### config.mk
export PLATFORM = sky130hd
export DESIGN_NAME = scan_sequencer_flat
export DESIGN_NICKNAME = d
export VERILOG_FILES = /design/src/rtl/scan_sequencer_if.sv /design/src/rtl/scan_sequencer.sv /design/src/flat_wrapper.sv
export SDC_FILE = /design/constraint.sdc
export NUM_CORES = 1
export LEC_CHECK = 0
export ABC_CLOCK_PERIOD_IN_PS = 2600
export BUFFER_PORTS_ARGS = -buffer_cell sky130_fd_sc_hd__buf_2
export CORE_ASPECT_RATIO = 0.75
export CORE_UTILIZATION = 45
export DETAILED_ROUTE_END_ITERATION = 6
export PLACE_DENSITY = 0.69
export SETUP_SLACK_MARGIN = 0.15
export SYNTH_ARGS = -nofsm -noshare
export SYNTH_HDL_FRONTEND = slang
export SYNTH_SLANG_ARGS = --single-unit
### constraint.sdc
create_clock -name clk -period 2.6 [get_ports clk]
set_input_delay 0 -clock clk [delete_from_list [all_inputs] [get_ports clk]]
set_output_delay 0 -clock clk [all_outputs]
set_load 0.01 [all_outputs]
### src/rtl/scan_sequencer_if.sv
// Scan sequencer control/status bundle: scan request inputs and decoder-drive outputs.
// Latency: none, wires only.
// Backpressure: none; start is only sampled while the sequencer is idle.
interface scan_sequencer_if #(
    parameter int DWELL_W = 8
);
    logic               start;
    logic [7:0]         mask;
    logic [DWELL_W-1:0] dwell;
    logic               continuous;
    logic               stop;
    logic [2:0]         sel;
    logic               en;
    logic               busy;
    logic               done;

    // Requester side drives the scan request and watches status.
    modport master (
        output start, mask, dwell, continuous, stop,
        input  sel, en, busy, done
    );

    // Sequencer side consumes the request and drives the decoder outputs.
    modport slave (
        input  start, mask, dwell, continuous, stop,
        output sel, en, busy, done
    );
endinterface

### src/rtl/scan_sequencer.sv
// Channel scan sequencer: walks the enabled channels of an 8-bit mask, driving each for dwell cycles.
// Latency: start accepted in cycle 0 -> SEEK in cycle 1 -> first channel driven (en=1) in cycle 2.
// Backpressure: start is ignored while busy; stop aborts a scan on the next edge.
module scan_sequencer #(
    parameter int DWELL_W = 8
) (
    input  logic              clk,
    input  logic              rst_n,
    scan_sequencer_if.slave   bus
);
    typedef enum logic [1:0] {
        IDLE  = 2'd0,
        SEEK  = 2'd1,
        DWELL = 2'd2
    } state_t;

    state_t             state_q, state_d;
    logic [7:0]         mask_q, mask_d;
    logic [DWELL_W-1:0] dwell_q, dwell_d;
    logic               cont_q, cont_d;
    logic [3:0]         ptr_q, ptr_d;
    logic [DWELL_W-1:0] cnt_q, cnt_d;
    logic [2:0]         sel_q, sel_d;
    logic               en_q, en_d;
    logic               busy_q, busy_d;
    logic               done_q, done_d;

    logic               fwd_hit;
    logic [2:0]         fwd_idx;
    logic [2:0]         any_idx;

    // Priority search: lowest set mask bit at or above ptr, and lowest set bit overall for wrap.
    always_comb begin
        fwd_hit = 1'b0;
        fwd_idx = 3'd0;
        any_idx = 3'd0;
        for (int i = 7; i >= 0; i--) begin
            if (mask_q[i]) begin
                any_idx = 3'(i);
                if (4'(i) >= ptr_q) begin
                    fwd_hit = 1'b1;
                    fwd_idx = 3'(i);
                end
            end
        end
    end

    // Next-state and next-output logic; every output is computed here and registered below.
    always_comb begin
        state_d = state_q;
        mask_d  = mask_q;
        dwell_d = dwell_q;
        cont_d  = cont_q;
        ptr_d   = ptr_q;
        cnt_d   = cnt_q;
        sel_d   = sel_q;
        en_d    = en_q;
        busy_d  = busy_q;
        done_d  = 1'b0;
        case (state_q)
            IDLE: begin
                if (bus.start) begin
                    if (bus.mask != 8'h00) begin
                        mask_d  = bus.mask;
                        // A zero dwell would underflow the counter; treat it as one cycle.
                        dwell_d = (bus.dwell == '0) ? DWELL_W'(1) : bus.dwell;
                        cont_d  = bus.continuous;
                        ptr_d   = 4'd0;
                        busy_d  = 1'b1;
                        state_d = SEEK;
                    end else begin
                        done_d  = 1'b1;
                    end
                end
            end
            SEEK: begin
                if (bus.stop || (!fwd_hit && !cont_q)) begin
                    busy_d  = 1'b0;
                    done_d  = 1'b1;
                    state_d = IDLE;
                end else begin
                    sel_d   = fwd_hit ? fwd_idx : any_idx;
                    cnt_d   = dwell_q - DWELL_W'(1);
                    en_d    = 1'b1;
                    state_d = DWELL;
                end
            end
            DWELL: begin
                if (bus.stop) begin
                    en_d    = 1'b0;
                    busy_d  = 1'b0;
                    done_d  = 1'b1;
                    state_d = IDLE;
                end else if (cnt_q == '0) begin
                    // ptr is 4 bits so that finishing channel 7 leaves ptr=8 (nothing ahead).
                    ptr_d   = 4'(sel_q) + 4'd1;
                    en_d    = 1'b0;
                    state_d = SEEK;
                end else begin
                    cnt_d   = cnt_q - DWELL_W'(1);
                end
            end
            default: begin
                en_d    = 1'b0;
                busy_d  = 1'b0;
                state_d = IDLE;
            end
        endcase
    end

    // State and output registers with asynchronous active-low reset.
    always_ff @(posedge clk or negedge rst_n) begin
        if (!rst_n) begin
            state_q <= IDLE;
            mask_q  <= 8'h00;
            dwell_q <= DWELL_W'(1);
            cont_q  <= 1'b0;
            ptr_q   <= 4'd0;
            cnt_q   <= '0;
            sel_q   <= 3'd0;
            en_q    <= 1'b0;
            busy_q  <= 1'b0;
            done_q  <= 1'b0;
        end else begin
            state_q <= state_d;
            mask_q  <= mask_d;
            dwell_q <= dwell_d;
            cont_q  <= cont_d;
            ptr_q   <= ptr_d;
            cnt_q   <= cnt_d;
            sel_q   <= sel_d;
            en_q    <= en_d;
            busy_q  <= busy_d;
            done_q  <= done_d;
        end
    end

    assign bus.sel  = sel_q;
    assign bus.en   = en_q;
    assign bus.busy = busy_q;
    assign bus.done = done_q;
endmodule

### src/flat_wrapper.sv
// flat-port wrapper written by rule: the top's interface ports become plain ports
module scan_sequencer_flat 
#(
    parameter int DWELL_W = 8
)
  (clk, rst_n, bus_start, bus_mask, bus_dwell, bus_continuous, bus_stop, bus_sel, bus_en, bus_busy, bus_done);
  scan_sequencer_if #(.DWELL_W(DWELL_W)) bus_i ();
  input  logic clk;
  input  logic rst_n;
  input wire logic [$bits(bus_i.start)-1:0] bus_start;
  input wire logic [$bits(bus_i.mask)-1:0] bus_mask;
  input wire logic [$bits(bus_i.dwell)-1:0] bus_dwell;
  input wire logic [$bits(bus_i.continuous)-1:0] bus_continuous;
  input wire logic [$bits(bus_i.stop)-1:0] bus_stop;
  output wire logic [$bits(bus_i.sel)-1:0] bus_sel;
  output wire logic [$bits(bus_i.en)-1:0] bus_en;
  output wire logic [$bits(bus_i.busy)-1:0] bus_busy;
  output wire logic [$bits(bus_i.done)-1:0] bus_done;
  assign bus_i.start = bus_start;
  assign bus_i.mask = bus_mask;
  assign bus_i.dwell = bus_dwell;
  assign bus_i.continuous = bus_continuous;
  assign bus_i.stop = bus_stop;
  assign bus_sel = bus_i.sel;
  assign bus_en = bus_i.en;
  assign bus_busy = bus_i.busy;
  assign bus_done = bus_i.done;
  scan_sequencer #(.DWELL_W(DWELL_W)) u_core (.clk(clk), .rst_n(rst_n), .bus(bus_i));
endmodule
; ---- Word level (Yosys, flattened, before mapping)
; Cells that the tools add are included.
[classes]
bitwise = 2
order_cmp = 8
eq_ne = 11
mux = 71
n_reduce_logical = 17
add_sub_neg = 3
[op_table]
columns = operator, count
row1 = 2-to-1 mux 3 bit, 25
row2 = 2-to-1 mux 8 bit, 4
row3 = 2-to-1 mux 1 bit, 27
row4 = ">= comparator 3 x 4 -> 1 bit, first input constant", 4
row5 = zero test 8 bit, 2
row6 = 2-to-1 mux 4 bit, 4
row7 = one-hot mux 8 bit (2 select lines), 1
row8 = "subtractor 8 x 1 -> 8 bit, second input constant", 2
row9 = 2-to-1 mux 2 bit, 5
row10 = "inequality test 2 bit, second input constant", 5
row11 = one-hot mux 1 bit (3 select lines), 3
row12 = AND reduction 3 bit, 3
row13 = ">= comparator 1 x 4 -> 1 bit, first input constant", 2
row14 = ">= comparator 2 x 4 -> 1 bit, first input constant", 2
row15 = one-hot mux 4 bit (2 select lines), 1
row16 = AND reduction 4 bit, 2
row17 = nonzero test 8 bit, 1
row18 = "inequality test 2 x 1 -> 1 bit, second input constant", 3
row19 = one-hot mux 2 bit (3 select lines), 1
row20 = AND reduction 5 bit, 1
row21 = "adder 3 x 1 -> 4 bit, second input constant", 1
row22 = nonzero test 2 bit, 2
row23 = "inequality test 3 x 2 -> 1 bit, second input constant", 1
row24 = "== test 2 x 1 -> 1 bit, second input constant", 1
row25 = other kinds (7), 9
[word_totals]
output_inout_bits = 6
register_bits = 37

; ---- Longest topological paths before layout
[depth]
word_depth = 22
depth_mapped = 10
ltp_nobuf = 8

; ---- Worst setup path after synthesis
; OpenSTA, ideal clock, no wires.
[synth_timing]
path_type = reg-to-reg
start = register u_core.state_q[0]
end = register u_core.cnt_q[4]
t_arrival_ns = 1.869
t_required_ns = 2.496
period_less_slack_ns = 1.973
path_stages_with_launch = 10
path_slack_ns = 0.627
cell_sequence = dfrtp_1 -> buf_4 -> nor2b_1 -> buf_2 -> buf_2 -> mux2i_1 -> ha_1 -> o21a_1 -> o21ai_0 -> a221oi_1
[synth_between]
elab_chain_len = 3
[synth_lines]
columns = item, line
row1 = start: declaration, scan_sequencer.sv:17  ; state_t state_q, state_d;
row2 = start signal: assignment, scan_sequencer.sv:125  ; state_q <= state_d;
row3 = == test 2 bit / == test 2 x 1 -> 1 bit (equally long branches), scan_sequencer.sv:60  ; case (state_q)
row4 = inequality test 2 bit (no line) / nonzero test 2 bit (equally long branches), --
row5 = AND reduction 4 bit (no line), --
row6 = end signal: assignment, scan_sequencer.sv:130  ; cnt_q <= cnt_d;
row7 = end: declaration, scan_sequencer.sv:22  ; logic [DWELL_W-1:0] cnt_q, cnt_d;
; Parallel ways exist; a longest one is shown, timed or not.
; A chain may end at the register's enable or synchronous reset.

; ---- Final worst setup path
; Ends and elaborated chain as after synthesis.

==> insert_results.sql <==
INSERT INTO impl_metrics (metric_group, metric, value, unit) VALUES
('final_layout', 'syn2layout_area_growth', '20.44', '%'),
('worst_hold_path', 'timing.hold.worst.start', 'bus_stop', ''),
('timing', 'setup-violations-final', '0', ''),
('clocking', 'clock_path_buffers', '2', ''),
('final_layout', 'fill_cells', '418', ''),
('grt', 'grt.overflow.total', '0', ''),
('clocking', 'clock_tree_from_tritoncts', 'built', ''),
('logic_synthesis', 'synth.area.mux_share', '11.57', '%'),
('floorplan', 'die-area', '5240', 'µm²'),
('setup_path', 'worst-endpoint-arrival', '2.41', 'ns'),
('route', 'wire_per_inst', '15.77', 'µm'),
('logic_synthesis', 'synth_fp_nets', '254', ''),
('final_layout', 'n_antenna_cell', '0', ''),
('timing', 'timing.hold.ws', '0.007283', 'ns'),
('logic_synthesis', 'synth_compound_area_share', '21.50', '%'),
('worst_hold_path', 'worstHoldEndpoint', 'u_core.state_q[1]', ''),
('route', 'detail-route-antenna-nets', '0', ''),
('floorplan', 'pin_count', '27', ''),
('setup_path', 'ff2ff_setup_slack', '0.38', 'ns'),
('job', 'max-cap-violations', '0', ''),
('grt', 'grt_pass1_vias', '1820', ''),
('place', 'port_buffers', '26', ''),
('timing', 'fmax', '0.4506', 'GHz'),
('logic_synthesis', 'synthSimpleGateAreaFrac', '20.10', '%'),
('route', 'top_signal_layer_used', 'met4', ''),
('route', 'dr.pass1.iters', '4', ''),
('final_layout', 'fin_nets', '301', ''),
('grt', 'antenna_found_initial', '0', ''),
('floorplan', 'rows', '21', ''),
('logic_synthesis', 'synthesis.instances', '231', ''),
('run_status', 'outcome', 'complete, no violations', ''),
('power', 'leakage', '1.113', 'nW'),
('setup_path', 'timing.setup.critical_path_class', 'flip-flop to flip-flop', ''),
('clocking', 'htreeDepth', '2', ''),
('route', 'wl', '5.300', 'mm'),
('timing', 'finalMaxSlewViolations', '0', ''),
('place', 'dp_hpwl', '3.683', 'mm'),
('logic_synthesis', 'ys_async_sr_fraction', '100.0', '%'),
('route', 'post-route-drc-count', '0', ''),
('logic_synthesis', 'postSynthRegisterBits', '37', ''),
('logic_synthesis', 'synth_edf_count', '0', ''),
('place', 'finalWeightedCongestion', '0.9435', ''),
('route', 'dr_wl_met2', '2.108', 'mm'),
('floorplan', 'chipHeight', '62.94', 'µm'),
('clocking', 'post-cts-setup-buffer-count', '0', ''),
('timing', 'tightestPinTransition', '0.8287', 'ns'),
('final_layout', 'post-route-util', '58.37', '%'),
('setup_path', 'cp_data_required_time', '2.79', 'ns'),
('setup_path', 'timing.critical_path.from_type', 'flip-flop', ''),
('timing', 'unrepaired_setup_endpoints_after_global_routing', 'no', ''),
('clocking', 'root_buffer', 'clkbuf_8', ''),
('logic_synthesis', 'share_of_synthesized_area_occupied_by_flip_flops_and_latches', '41.61', '%'),
('floorplan', 'die_w', '83.26', 'µm'),
('floorplan', 'core_region_area', '4598', 'µm²'),
('grt', 'track_usage', '21.76', '%'),
('logic_synthesis', 'yosys.cell_types.count', '61', ''),
('power', 'power_per_cell_area', '1138', 'nW/µm²'),
('logic_synthesis', 'dominantRegCellSynth', 'dfrtp_1', ''),
('timing', 'hold_viol_final', '0', ''),
('power', 'totalPowerFinal', '3.053', 'mW'),
('logic_synthesis', 'post_synth_fa_ha_maj_area_fraction', '1.123', '%'),
('clocking', 'cts_inserted_buffers', '5', ''),
('logic_synthesis', 'synth.avg_cell_area', '9.647', 'µm²'),
('clocking', 'worst_skew_pair.late_latency', '0.29', 'ns'),
('logic_synthesis', 'synth_xor_area_share', '0.3930', '%'),
('route', 'routed_via_density', '5.765', ''),
('timing', 'final.period_utilization', '85.35', '%'),
('clocking', 'clk_transition_reported_paths', '0.09', 'ns'),
('route', 'route.layer.met1.wl', '2.796', 'mm'),
('setup_path', 'cp_max_fo', '13', ''),
('route', 'detailedRoute.firstIterationViolations', '263', '');
## through the flow
step                std cells  setup WS [ns]  instance area [µm²]
detailed placement        310         0.3101                 2411
finish                    336         0.3809                 2684
floorplan                 231         0.6271                 2228
global placement          310         0.4279                 2411
CTS                       336         0.3220                 2681
global route              336         0.2737                 2684
## timing repair
item                       4_1_cts  5_1_grt
gates resized for setup          0        1
setup endpoints to repair        0        1
hold buffers                    18        0
hold endpoints to repair        53        0
## report_power, final
part	internal, mW	switching (mW)	total [mW]
Clock	0.190	0.230	0.420
Sequential	0.852	0.375	1.23
Combinational	0.687	0.719	1.41
## worst max-delay path, stage by stage, from the launching register on
cell and delay [ns]:
dfrtp_1 0.49, nor2b_2 0.28, buf_4 0.24, mux2i_1 0.21
ha_1 0.26, o21a_1 0.21, o21ai_0 0.09, a221oi_1 0.33
## cells in the mapped netlist (3+ instances only)
library cell | n | share of area (%)
mux2_2 | 17 | 8.6
dfrtp_1 | 36 | 40
inv_1 | 7 | 1.2
nand3_1 | 9 | 2.0
nand2b_1 | 3 | 0.84
o22ai_1 | 3 | 0.84
nor2b_1 | 5 | 1.4
a21oi_1 | 19 | 4.3
buf_2 | 6 | 1.3
mux2i_1 | 4 | 1.8
o21ai_0 | 9 | 2.0
nand2_1 | 26 | 4.4
nor3_1 | 7 | 1.6
nor2_1 | 19 | 3.2
a31oi_1 | 3 | 0.84
## cell families after synthesis
logic type,count (synthesis)
flops,37
simple gates,87
xor+xnor,1
compound gates,65
mux,23
fa+ha+maj,2
buf+inv,16
## sequential cells by signal (all words and copies together), names as in the netlist, 2 cells and up
register and count:
u_core.cnt_q 8, u_core.dwell_q 8, u_core.mask_q 8, u_core.state_q 2
u_core.bus.sel 3, u_core.ptr_q 4
## layout make-up
cell class / count / area, µm² / area share, %
well taps: 57 / 71.32 / 2.657
clock inverters: 3 / 21.27 / 0.7925
flip-flops and latches: 37 / 927.1 / 34.55
inverters: 7 / 26.28 / 0.9790
clock buffers: 5 / 68.82 / 2.564
repair buffers: 49 / 347.8 / 12.96
multi-input cells: 178 / 1221 / 45.50
## cells in the final DEF, fill, tap and decap left out, types with 7 or more instances in the layout
cell           count
a21oi_1           19
buf_2             26
inv_1              7
nor3_1             7
dlygate4sd3_1     18
mux2_2            17
o21ai_0            9
dfrtp_1           36
nand3_1            9
nand2_1           26
nor2_1            19
## how the worst max path moves through the flow
| stage | from | to | slack (ns) | cells past startpoint |
|---|---|---|---|---|
| global route | u_core.state_q[0] | u_core.cnt_q[4] | 0.27 | 7 |
| floorplan | u_core.state_q[0] | u_core.cnt_q[4] | 0.63 | 9 |
| global placement | u_core.state_q[0] | u_core.cnt_q[5] | 0.43 | 6 |
| finish | u_core.state_q[0] | u_core.cnt_q[4] | 0.38 | 7 |
| detailed placement | u_core.state_q[0] | u_core.cnt_q[4] | 0.31 | 7 |
| CTS | u_core.state_q[0] | u_core.cnt_q[4] | 0.32 | 7 |
## metal layers
layer	vias up	global-route usage (%)
met2	74	30.33
met3	4	4.888
met5	-	0
met1	912	33.98
met4	0	4.526
li1	947	-
(Power assumes the default switching activity.)
